`src/rtl/intr_pkg.sv`:
```
`default_nettype none
// ============================================================================
//  Module      : intr_pkg
//  Description : Shared types and constants for the pipeline interrupt
//                sequencer (state encoding, default handler vector,
//                holdoff counter width).
//  Revision    : 1.0 - initial release
// ============================================================================
package intr_pkg;

    typedef enum logic [2:0] {
        IDLE    = 3'd0,
        WAIT    = 3'd1,
        TAKE    = 3'd2,
        HANDLER = 3'd3,
        RETURN  = 3'd4
    } intr_state_t;

    localparam logic [31:0] DEFAULT_HANDLER_VECTOR = 32'h0000_0180;
    localparam int          HOLDOFF_W              = 4;

endpackage
`default_nettype wire

```
`src/rtl/interrupt_sequencer_if.sv`:
```
`default_nettype none
// ============================================================================
//  Module      : interrupt_sequencer_if
//  Description : Pipeline/COP0 <-> interrupt sequencer signal bundle.
//                slave  = the sequencer itself.
//                master = the surrounding pipeline and COP0.
//  Revision    : 1.0 - initial release
// ============================================================================
interface interrupt_sequencer_if;
    logic        Enable;
    logic        InterruptRequest;
    logic        EretValid;
    logic [31:0] EPC;
    logic [31:0] ExecPC;
    logic        ExecValid;
    logic        ExecInDelaySlot;
    logic        MemStall;
    logic        Redirect;
    logic [31:0] RedirectPC;
    logic        Flush;
    logic        InterruptHandled;
    logic [31:0] InterruptedPC;
    logic        InHandler;

    modport slave (
        input  Enable, InterruptRequest, EretValid, EPC, ExecPC,
               ExecValid, ExecInDelaySlot, MemStall,
        output Redirect, RedirectPC, Flush, InterruptHandled,
               InterruptedPC, InHandler
    );

    modport master (
        output Enable, InterruptRequest, EretValid, EPC, ExecPC,
               ExecValid, ExecInDelaySlot, MemStall,
        input  Redirect, RedirectPC, Flush, InterruptHandled,
               InterruptedPC, InHandler
    );
endinterface
`default_nettype wire

```
`src/rtl/intr_holdoff.sv`:
```
`default_nettype none
// ============================================================================
//  Module      : intr_holdoff
//  Description : Loadable down-counter for the post-ERET interrupt blackout.
//                Counts Enable-qualified cycles; flags zero and last count.
//  Revision    : 1.0 - initial release
// ============================================================================
module intr_holdoff
    import intr_pkg::*;
(
    input  wire logic                 Clock,
    input  wire logic                 Reset,
    input  wire logic                 enable,
    input  wire logic                 load,
    input  wire logic [HOLDOFF_W-1:0] load_value,
    output logic                      zero,
    output logic                      last
);

    logic [HOLDOFF_W-1:0] count;

    // Load on request, otherwise count down to zero on advancing cycles.
    always_ff @(posedge Clock) begin
        if (Reset) begin
            count <= '0;
        end else if (enable) begin
            if (load) begin
                count <= load_value;
            end else if (count != '0) begin
                count <= count - 1'b1;
            end
        end
    end

    assign zero = (count == '0);
    assign last = (count == HOLDOFF_W'(1));

endmodule
`default_nettype wire

```
`src/rtl/interrupt_sequencer.sv`:
```
`default_nettype none
// ============================================================================
//  Module      : interrupt_sequencer
//  Description : Takes COP0 interrupt requests at a precise point in the
//                execute stage, flushes and redirects fetch to the handler,
//                reports the interrupted PC to COP0, and sequences ERET.
//                Optional feature macro: INTR_HOLDOFF_EN (post-ERET blackout).
//  Revision    : 1.0 - initial release
// ============================================================================
module interrupt_sequencer
    import intr_pkg::*;
#(
    parameter logic [31:0] HANDLER_VECTOR = DEFAULT_HANDLER_VECTOR,
    parameter int          HOLDOFF_CYCLES = 4
) (
    input  wire logic            Clock,
    input  wire logic            Reset,
    interrupt_sequencer_if.slave bus
);

    intr_state_t state;
    intr_state_t next_state;
    logic [31:0] captured_pc;
    logic        capture;
    logic        safe_point;
    logic        holdoff_clear;
    logic        active;

    assign safe_point = bus.ExecValid & ~bus.ExecInDelaySlot & ~bus.MemStall;
    // Strobes are suppressed in a reset cycle so an aborted TAKE never pulses.
    assign active     = bus.Enable & ~Reset;

`ifdef INTR_HOLDOFF_EN
    logic holdoff_zero;
    logic holdoff_last;

    intr_holdoff u_holdoff (
        .Clock      (Clock),
        .Reset      (Reset),
        .enable     (bus.Enable),
        .load       (state == RETURN),
        .load_value (HOLDOFF_W'(HOLDOFF_CYCLES)),
        .zero       (holdoff_zero),
        .last       (holdoff_last)
    );

    // The request is accepted on the final counted cycle, so WAIT lands on
    // the (HOLDOFF_CYCLES+1)-th advancing cycle after RETURN.
    assign holdoff_clear = holdoff_zero | holdoff_last;
`else
    // No blackout: IDLE accepts a request right after RETURN.
    assign holdoff_clear = 1'b1 | (HOLDOFF_CYCLES == 0);
`endif

    // State and captured-PC registers; both frozen while Enable is low.
    always_ff @(posedge Clock) begin
        if (Reset) begin
            state       <= IDLE;
            captured_pc <= 32'h0;
        end else begin
            state <= next_state;
            if (capture) begin
                captured_pc <= bus.ExecPC;
            end
        end
    end

    // Next-state logic; transitions only on advancing cycles.
    always_comb begin
        next_state = state;
        capture    = 1'b0;
        if (bus.Enable) begin
            unique case (state)
                IDLE: begin
                    if (bus.EretValid) begin
                        next_state = RETURN;
                    end else if (bus.InterruptRequest && holdoff_clear) begin
                        next_state = WAIT;
                    end
                end
                WAIT: begin
                    if (!bus.InterruptRequest) begin
                        next_state = IDLE;
                    end else if (safe_point) begin
                        capture    = 1'b1;
                        next_state = TAKE;
                    end
                end
                TAKE:    next_state = HANDLER;
                HANDLER: if (bus.EretValid) next_state = RETURN;
                RETURN:  next_state = IDLE;
                default: next_state = IDLE;
            endcase
        end
    end

    // Outputs: strobes qualified by Enable, redirect target by state.
    always_comb begin
        bus.Redirect         = 1'b0;
        bus.Flush            = 1'b0;
        bus.InterruptHandled = 1'b0;
        bus.RedirectPC       = 32'h0;
        bus.InHandler        = ~Reset & (state == HANDLER);
        bus.InterruptedPC    = captured_pc;
        if (active && state == TAKE) begin
            bus.Redirect         = 1'b1;
            bus.Flush            = 1'b1;
            bus.InterruptHandled = 1'b1;
            bus.RedirectPC       = HANDLER_VECTOR;
        end else if (active && state == RETURN) begin
            bus.Redirect   = 1'b1;
            bus.Flush      = 1'b1;
            bus.RedirectPC = bus.EPC;
        end
    end

endmodule
`default_nettype wire

```
`src/flat_wrapper.sv`:
```
// flat-port wrapper written by rule: the top's interface ports become plain ports
module interrupt_sequencer_flat import intr_pkg::*;
#(
    parameter logic [31:0] HANDLER_VECTOR = DEFAULT_HANDLER_VECTOR,
    parameter int          HOLDOFF_CYCLES = 4
)
  (Clock, Reset, bus_Enable, bus_InterruptRequest, bus_EretValid, bus_EPC, bus_ExecPC, bus_ExecValid, bus_ExecInDelaySlot, bus_MemStall, bus_Redirect, bus_RedirectPC, bus_Flush, bus_InterruptHandled, bus_InterruptedPC, bus_InHandler);
  interrupt_sequencer_if bus_i ();
  input  wire logic Clock;
  input  wire logic Reset;
  input wire logic [$bits(bus_i.Enable)-1:0] bus_Enable;
  input wire logic [$bits(bus_i.InterruptRequest)-1:0] bus_InterruptRequest;
  input wire logic [$bits(bus_i.EretValid)-1:0] bus_EretValid;
  input wire logic [$bits(bus_i.EPC)-1:0] bus_EPC;
  input wire logic [$bits(bus_i.ExecPC)-1:0] bus_ExecPC;
  input wire logic [$bits(bus_i.ExecValid)-1:0] bus_ExecValid;
  input wire logic [$bits(bus_i.ExecInDelaySlot)-1:0] bus_ExecInDelaySlot;
  input wire logic [$bits(bus_i.MemStall)-1:0] bus_MemStall;
  output wire logic [$bits(bus_i.Redirect)-1:0] bus_Redirect;
  output wire logic [$bits(bus_i.RedirectPC)-1:0] bus_RedirectPC;
  output wire logic [$bits(bus_i.Flush)-1:0] bus_Flush;
  output wire logic [$bits(bus_i.InterruptHandled)-1:0] bus_InterruptHandled;
  output wire logic [$bits(bus_i.InterruptedPC)-1:0] bus_InterruptedPC;
  output wire logic [$bits(bus_i.InHandler)-1:0] bus_InHandler;
  assign bus_i.Enable = bus_Enable;
  assign bus_i.InterruptRequest = bus_InterruptRequest;
  assign bus_i.EretValid = bus_EretValid;
  assign bus_i.EPC = bus_EPC;
  assign bus_i.ExecPC = bus_ExecPC;
  assign bus_i.ExecValid = bus_ExecValid;
  assign bus_i.ExecInDelaySlot = bus_ExecInDelaySlot;
  assign bus_i.MemStall = bus_MemStall;
  assign bus_Redirect = bus_i.Redirect;
  assign bus_RedirectPC = bus_i.RedirectPC;
  assign bus_Flush = bus_i.Flush;
  assign bus_InterruptHandled = bus_i.InterruptHandled;
  assign bus_InterruptedPC = bus_i.InterruptedPC;
  assign bus_InHandler = bus_i.InHandler;
  interrupt_sequencer #(.HANDLER_VECTOR(HANDLER_VECTOR), .HOLDOFF_CYCLES(HOLDOFF_CYCLES)) u_core (.Clock(Clock), .Reset(Reset), .bus(bus_i));
endmodule
```
`config.mk`:
```
export PLATFORM = sky130hd
export DESIGN_NAME = interrupt_sequencer_flat
export DESIGN_NICKNAME = d
export VERILOG_FILES = /design/src/rtl/intr_pkg.sv /design/src/rtl/interrupt_sequencer_if.sv /design/src/rtl/intr_holdoff.sv /design/src/rtl/interrupt_sequencer.sv /design/src/flat_wrapper.sv
export SDC_FILE = /design/constraint.sdc
export NUM_CORES = 1
export LEC_CHECK = 0
export BUFFER_PORTS_ARGS = -buffer_cell sky130_fd_sc_hd__buf_2
export CORE_ASPECT_RATIO = 0.7
export CORE_MARGIN = 2
export CORE_UTILIZATION = 41
export CTS_CLUSTER_DIAMETER = 200
export CTS_CLUSTER_SIZE = 20
export DETAILED_ROUTE_END_ITERATION = 7
export PLACE_DENSITY_LB_ADDON = 0.15
export RECOVER_POWER = 100
export SLEW_MARGIN = 20
export SYNTH_ARGS = -nofsm -noshare
export SYNTH_HDL_FRONTEND = slang
export SYNTH_SLANG_ARGS = --single-unit
```
`constraint.sdc`:
```
create_clock -name Clock -period 1.83 [get_ports Clock]
set_clock_uncertainty 0.1 [all_clocks]
set_input_delay 0.2745 -clock Clock [delete_from_list [all_inputs] [get_ports Clock]]
set_output_delay 0.2745 -clock Clock [all_outputs]
set_load 0.01 [all_outputs]
```
==> qor.csv <==
stage,metric,value,unit
place,Port-buffer cells,139,
timing,Setup WS post-layout,-120,ps
global_route,vias in the first global route,1668,
timing,Slew @ Worst Pin,456,ps
timing,final period utilization,107,%
critical_path,Startpoint Class,register,
detailed_routing,routed len/inst,11.9,um
critical_path,CP Buf/Inv Count,2,
clocking,root buf cell,clkbuf_8,
flow_run,maximum capacitance violations,0,
timing,min Tclk post-route,1950,ps
final_layout,Syn-to-layout area delta,41.2,%
clocking,clk slew on worst S/H paths,70,ps
yosys,Syn Area/Cell,9.40,um2
status,status,"finished, violations left",
detailed_routing,DRC violations left,0,
detailed_routing,Initial DRT Pass Iterations,4,
final_layout,Fillers,471,
final_layout,Sequential cell area,703,um2
clocking,CTS Buffer Depth,2,
detailed_routing,Detailed Route Iter0 Violations,55,
place,GPL Wtd Cong,0.831,
critical_path,critical path class,register to output pin,
final_layout,share of cells above drive strength 1,39.1,%
die,die footprint,0.00542,mm2
global_route,initial antenna violation count,0,
detailed_routing,DR vias,1809,
critical_path,Worst EP required,1460,ps
die,placement row count,21,
place,dpl ws,46.6,ps
yosys,yosys warns,0,
place,hpwl dp,3520,um
clocking,CTS tree,done,
timing,Rel. slew slack,69.6,%
timing,Max Clk Rate,513,MHz
yosys,syn nets,283,
clocking,htree depth,2,
clocking,clock buffer count from CTS,5,
critical_path,maximum fanout along the worst path,15,
timing,final setup fails,30,
yosys,Yosys cell types,27,
pwr,Lkg Pwr,1.24,nW
yosys,Mapped Area,0.00198,mm2
die,Ports,140,
die,die height,62.2,um
final_layout,nets,421,
timing,RSZ-0062 raised after global routing,true,
pwr,Power Density,532,mW/mm2
global_route,total grt overflow,0,
final_layout,multi-input logic area,0.00116,mm2
critical_path,Critical Path End Type,output pin,
critical_path,"Slowest-stage cell, CP",or3b_4,
pwr,Max IR drop VDD,0.405,mV
detailed_routing,Via density,4.44,
place,placed cells,397,
status,failing checks,setup timing,
pwr,overall power,0.00149,W
detailed_routing,DRT antenna net count,0,
yosys,sequential area share after synthesis,35.3,%
die,Die Width,87.2,um
yosys,Synth Instances,211,
die,starting density of the core,42.0,%
timing,Max Slew Vio Count,0,
die,core area,0.00473,mm2
clocking,clk sink count,35,
critical_path,"Largest stage delay, worst path",410,ps
global_route,first-pass GRT wire length,7530,um
final_layout,"non-filler cells, final",407,
global_route,busiest grt layer,met2,
final_layout,ANT cells,0,
hold_path,Min-Delay Path Class,primary input to register,
global_route,met2 Use GR,30.2,%
timing,final hold violations,0,
global_route,GR Layer Usage met3,6.91,%
global_route,largest net degree at the start of global routing,71,
global_route,total track usage,17.1,%
global_route,met1 Track Usage GR,19.5,%
clocking,Worst-Skew Late Latency,280,ps
detailed_routing,WL final,4850,um
yosys,Seq cells post-synth,35,
critical_path,CP arrival,1580,ps
critical_path,Top delay family on crit path,simple AND/OR/NAND/NOR gates,
critical_path,worst path cell trace,or3b_4 -> nor2_4 -> buf_6 -> and2_1 -> buf_2,
repair_timing:
| item | CTS | global route |
|---|---|---|
| gates resized for setup | 12 | 17 |
| hold buffers | 0 | 0 |
| gates cloned | 2 | 0 |
| pin swaps | 6 | 1 |
| buffers inserted | 0 | 0 |
| setup endpoints to repair | 32 | 35 |
state kept, by name, indices dropped and copies added (netlist names):
name / count
u_core.bus.InterruptedPC: 32
u_core.state: 3
Yosys cell counts:
| master | instances | area (um2) |
|---|---|---|
| nor2_1 | 3 | 11.3 |
| dfxtp_1 | 35 | 701 |
| or3b_4 | 1 | 11.3 |
| nand2b_1 | 65 | 407 |
| buf_2 | 3 | 15.0 |
| nand4bb_1 | 1 | 11.3 |
| mux2i_1 | 34 | 340 |
| nand3b_1 | 1 | 7.51 |
| and3_1 | 1 | 6.26 |
| or2b_1 | 3 | 22.5 |
| nor4bb_4 | 1 | 25.0 |
| nand3_1 | 1 | 5.00 |
| or3b_1 | 1 | 8.76 |
| nor2b_1 | 2 | 12.5 |
| clkbuf_1 | 7 | 26.3 |
| a211o_1 | 1 | 8.76 |
| a21oi_1 | 5 | 25.0 |
| buf_6 | 3 | 33.8 |
| o221ai_1 | 1 | 8.76 |
| and2_1 | 30 | 188 |
| nand2_1 | 3 | 11.3 |
| nor3_1 | 1 | 5.00 |
| o21ai_0 | 2 | 10.0 |
| buf_12 | 3 | 60.1 |
| inv_1 | 1 | 3.75 |
| buf_4 | 1 | 7.51 |
| nor3b_2 | 1 | 12.5 |
report_power, final:
group	leakage (nW)	internal [W]	total, W	switching (W)
logic	0.917	0.000123	0.000203	0.0000798
registers	0.283	0.000765	0.000768	0.00000261
clock network	0.0422	0.000267	0.000521	0.000254
worst reg2reg max path: cells and delay by family, from the launching register on:
family | cells | cell delay, ps
simple gates | 2 | 550
mux | 1 | 210
flops | 1 | 330
buf+inv | 2 | 410
cell families (layout without fill, tap and decap cells):
family	after synthesis	count (layout)	synth area share (%)
AO/OA/AOI/OAI	9	9	2.65
AND/OR/NAND/NOR	115	115	37.5
multiplexers	34	34	17.2
flip-flops	35	35	35.3
buffers and inverters	18	157	7.38
metal layers:
metal,wire (um),vias up
met5,0,-
met3,464,2
met1,2040,776
met4,12,0
met2,2330,80
li1,-,951
placed cells by master (no fill, tap or decap), types with 5 or more instances in the layout:
master	instances
buf_6	11
and2_1	22
and2_4	8
clkbuf_8	5
buf_2	98
buf_4	6
nand2b_1	65
mux2i_1	34
dfxtp_1	33
clkbuf_1	35
through the flow:
stage | setup TNS, ps | cell area [um2] | hold WS (ps) | utilization (%)
3_5_place_dp | 0 | 2690 | 359 | 56.8
4_1_cts | -3630 | 2820 | 136 | 59.6
3_3_place_gp | 0 | 2690 | 354 | 56.8
6_report | -3230 | 2800 | 147 | 59.2
2_1_floorplan | 0 | 1980 | 322 | -
5_1_grt | -5810 | 2800 | 142 | 59.2
cell type report:
cell class / instances / area share, %
inverters: 1 / 0.134
clock buffers: 7 / 2.72
clock inverters: 1 / 0.179
flip-flops and latches: 35 / 25.1
repair buffers: 148 / 28.0
multi-input cells: 158 / 41.4
well taps: 57 / 2.55
worst paths after layout:
kind,endpoint,cells after the start,startpoint,slack (ps)
worst max-delay path,bus_RedirectPC[19],5,u_core.state[0],-120
worst min-delay path,u_core.bus.InterruptedPC[1],3,bus_ExecPC[1],150
worst max register to register,u_core.bus.InterruptedPC[28],5,u_core.state[0],160
worst min register to register,u_core.bus.InterruptedPC[5],2,u_core.bus.InterruptedPC[5],370
Power figures use the tool's default switching activity.
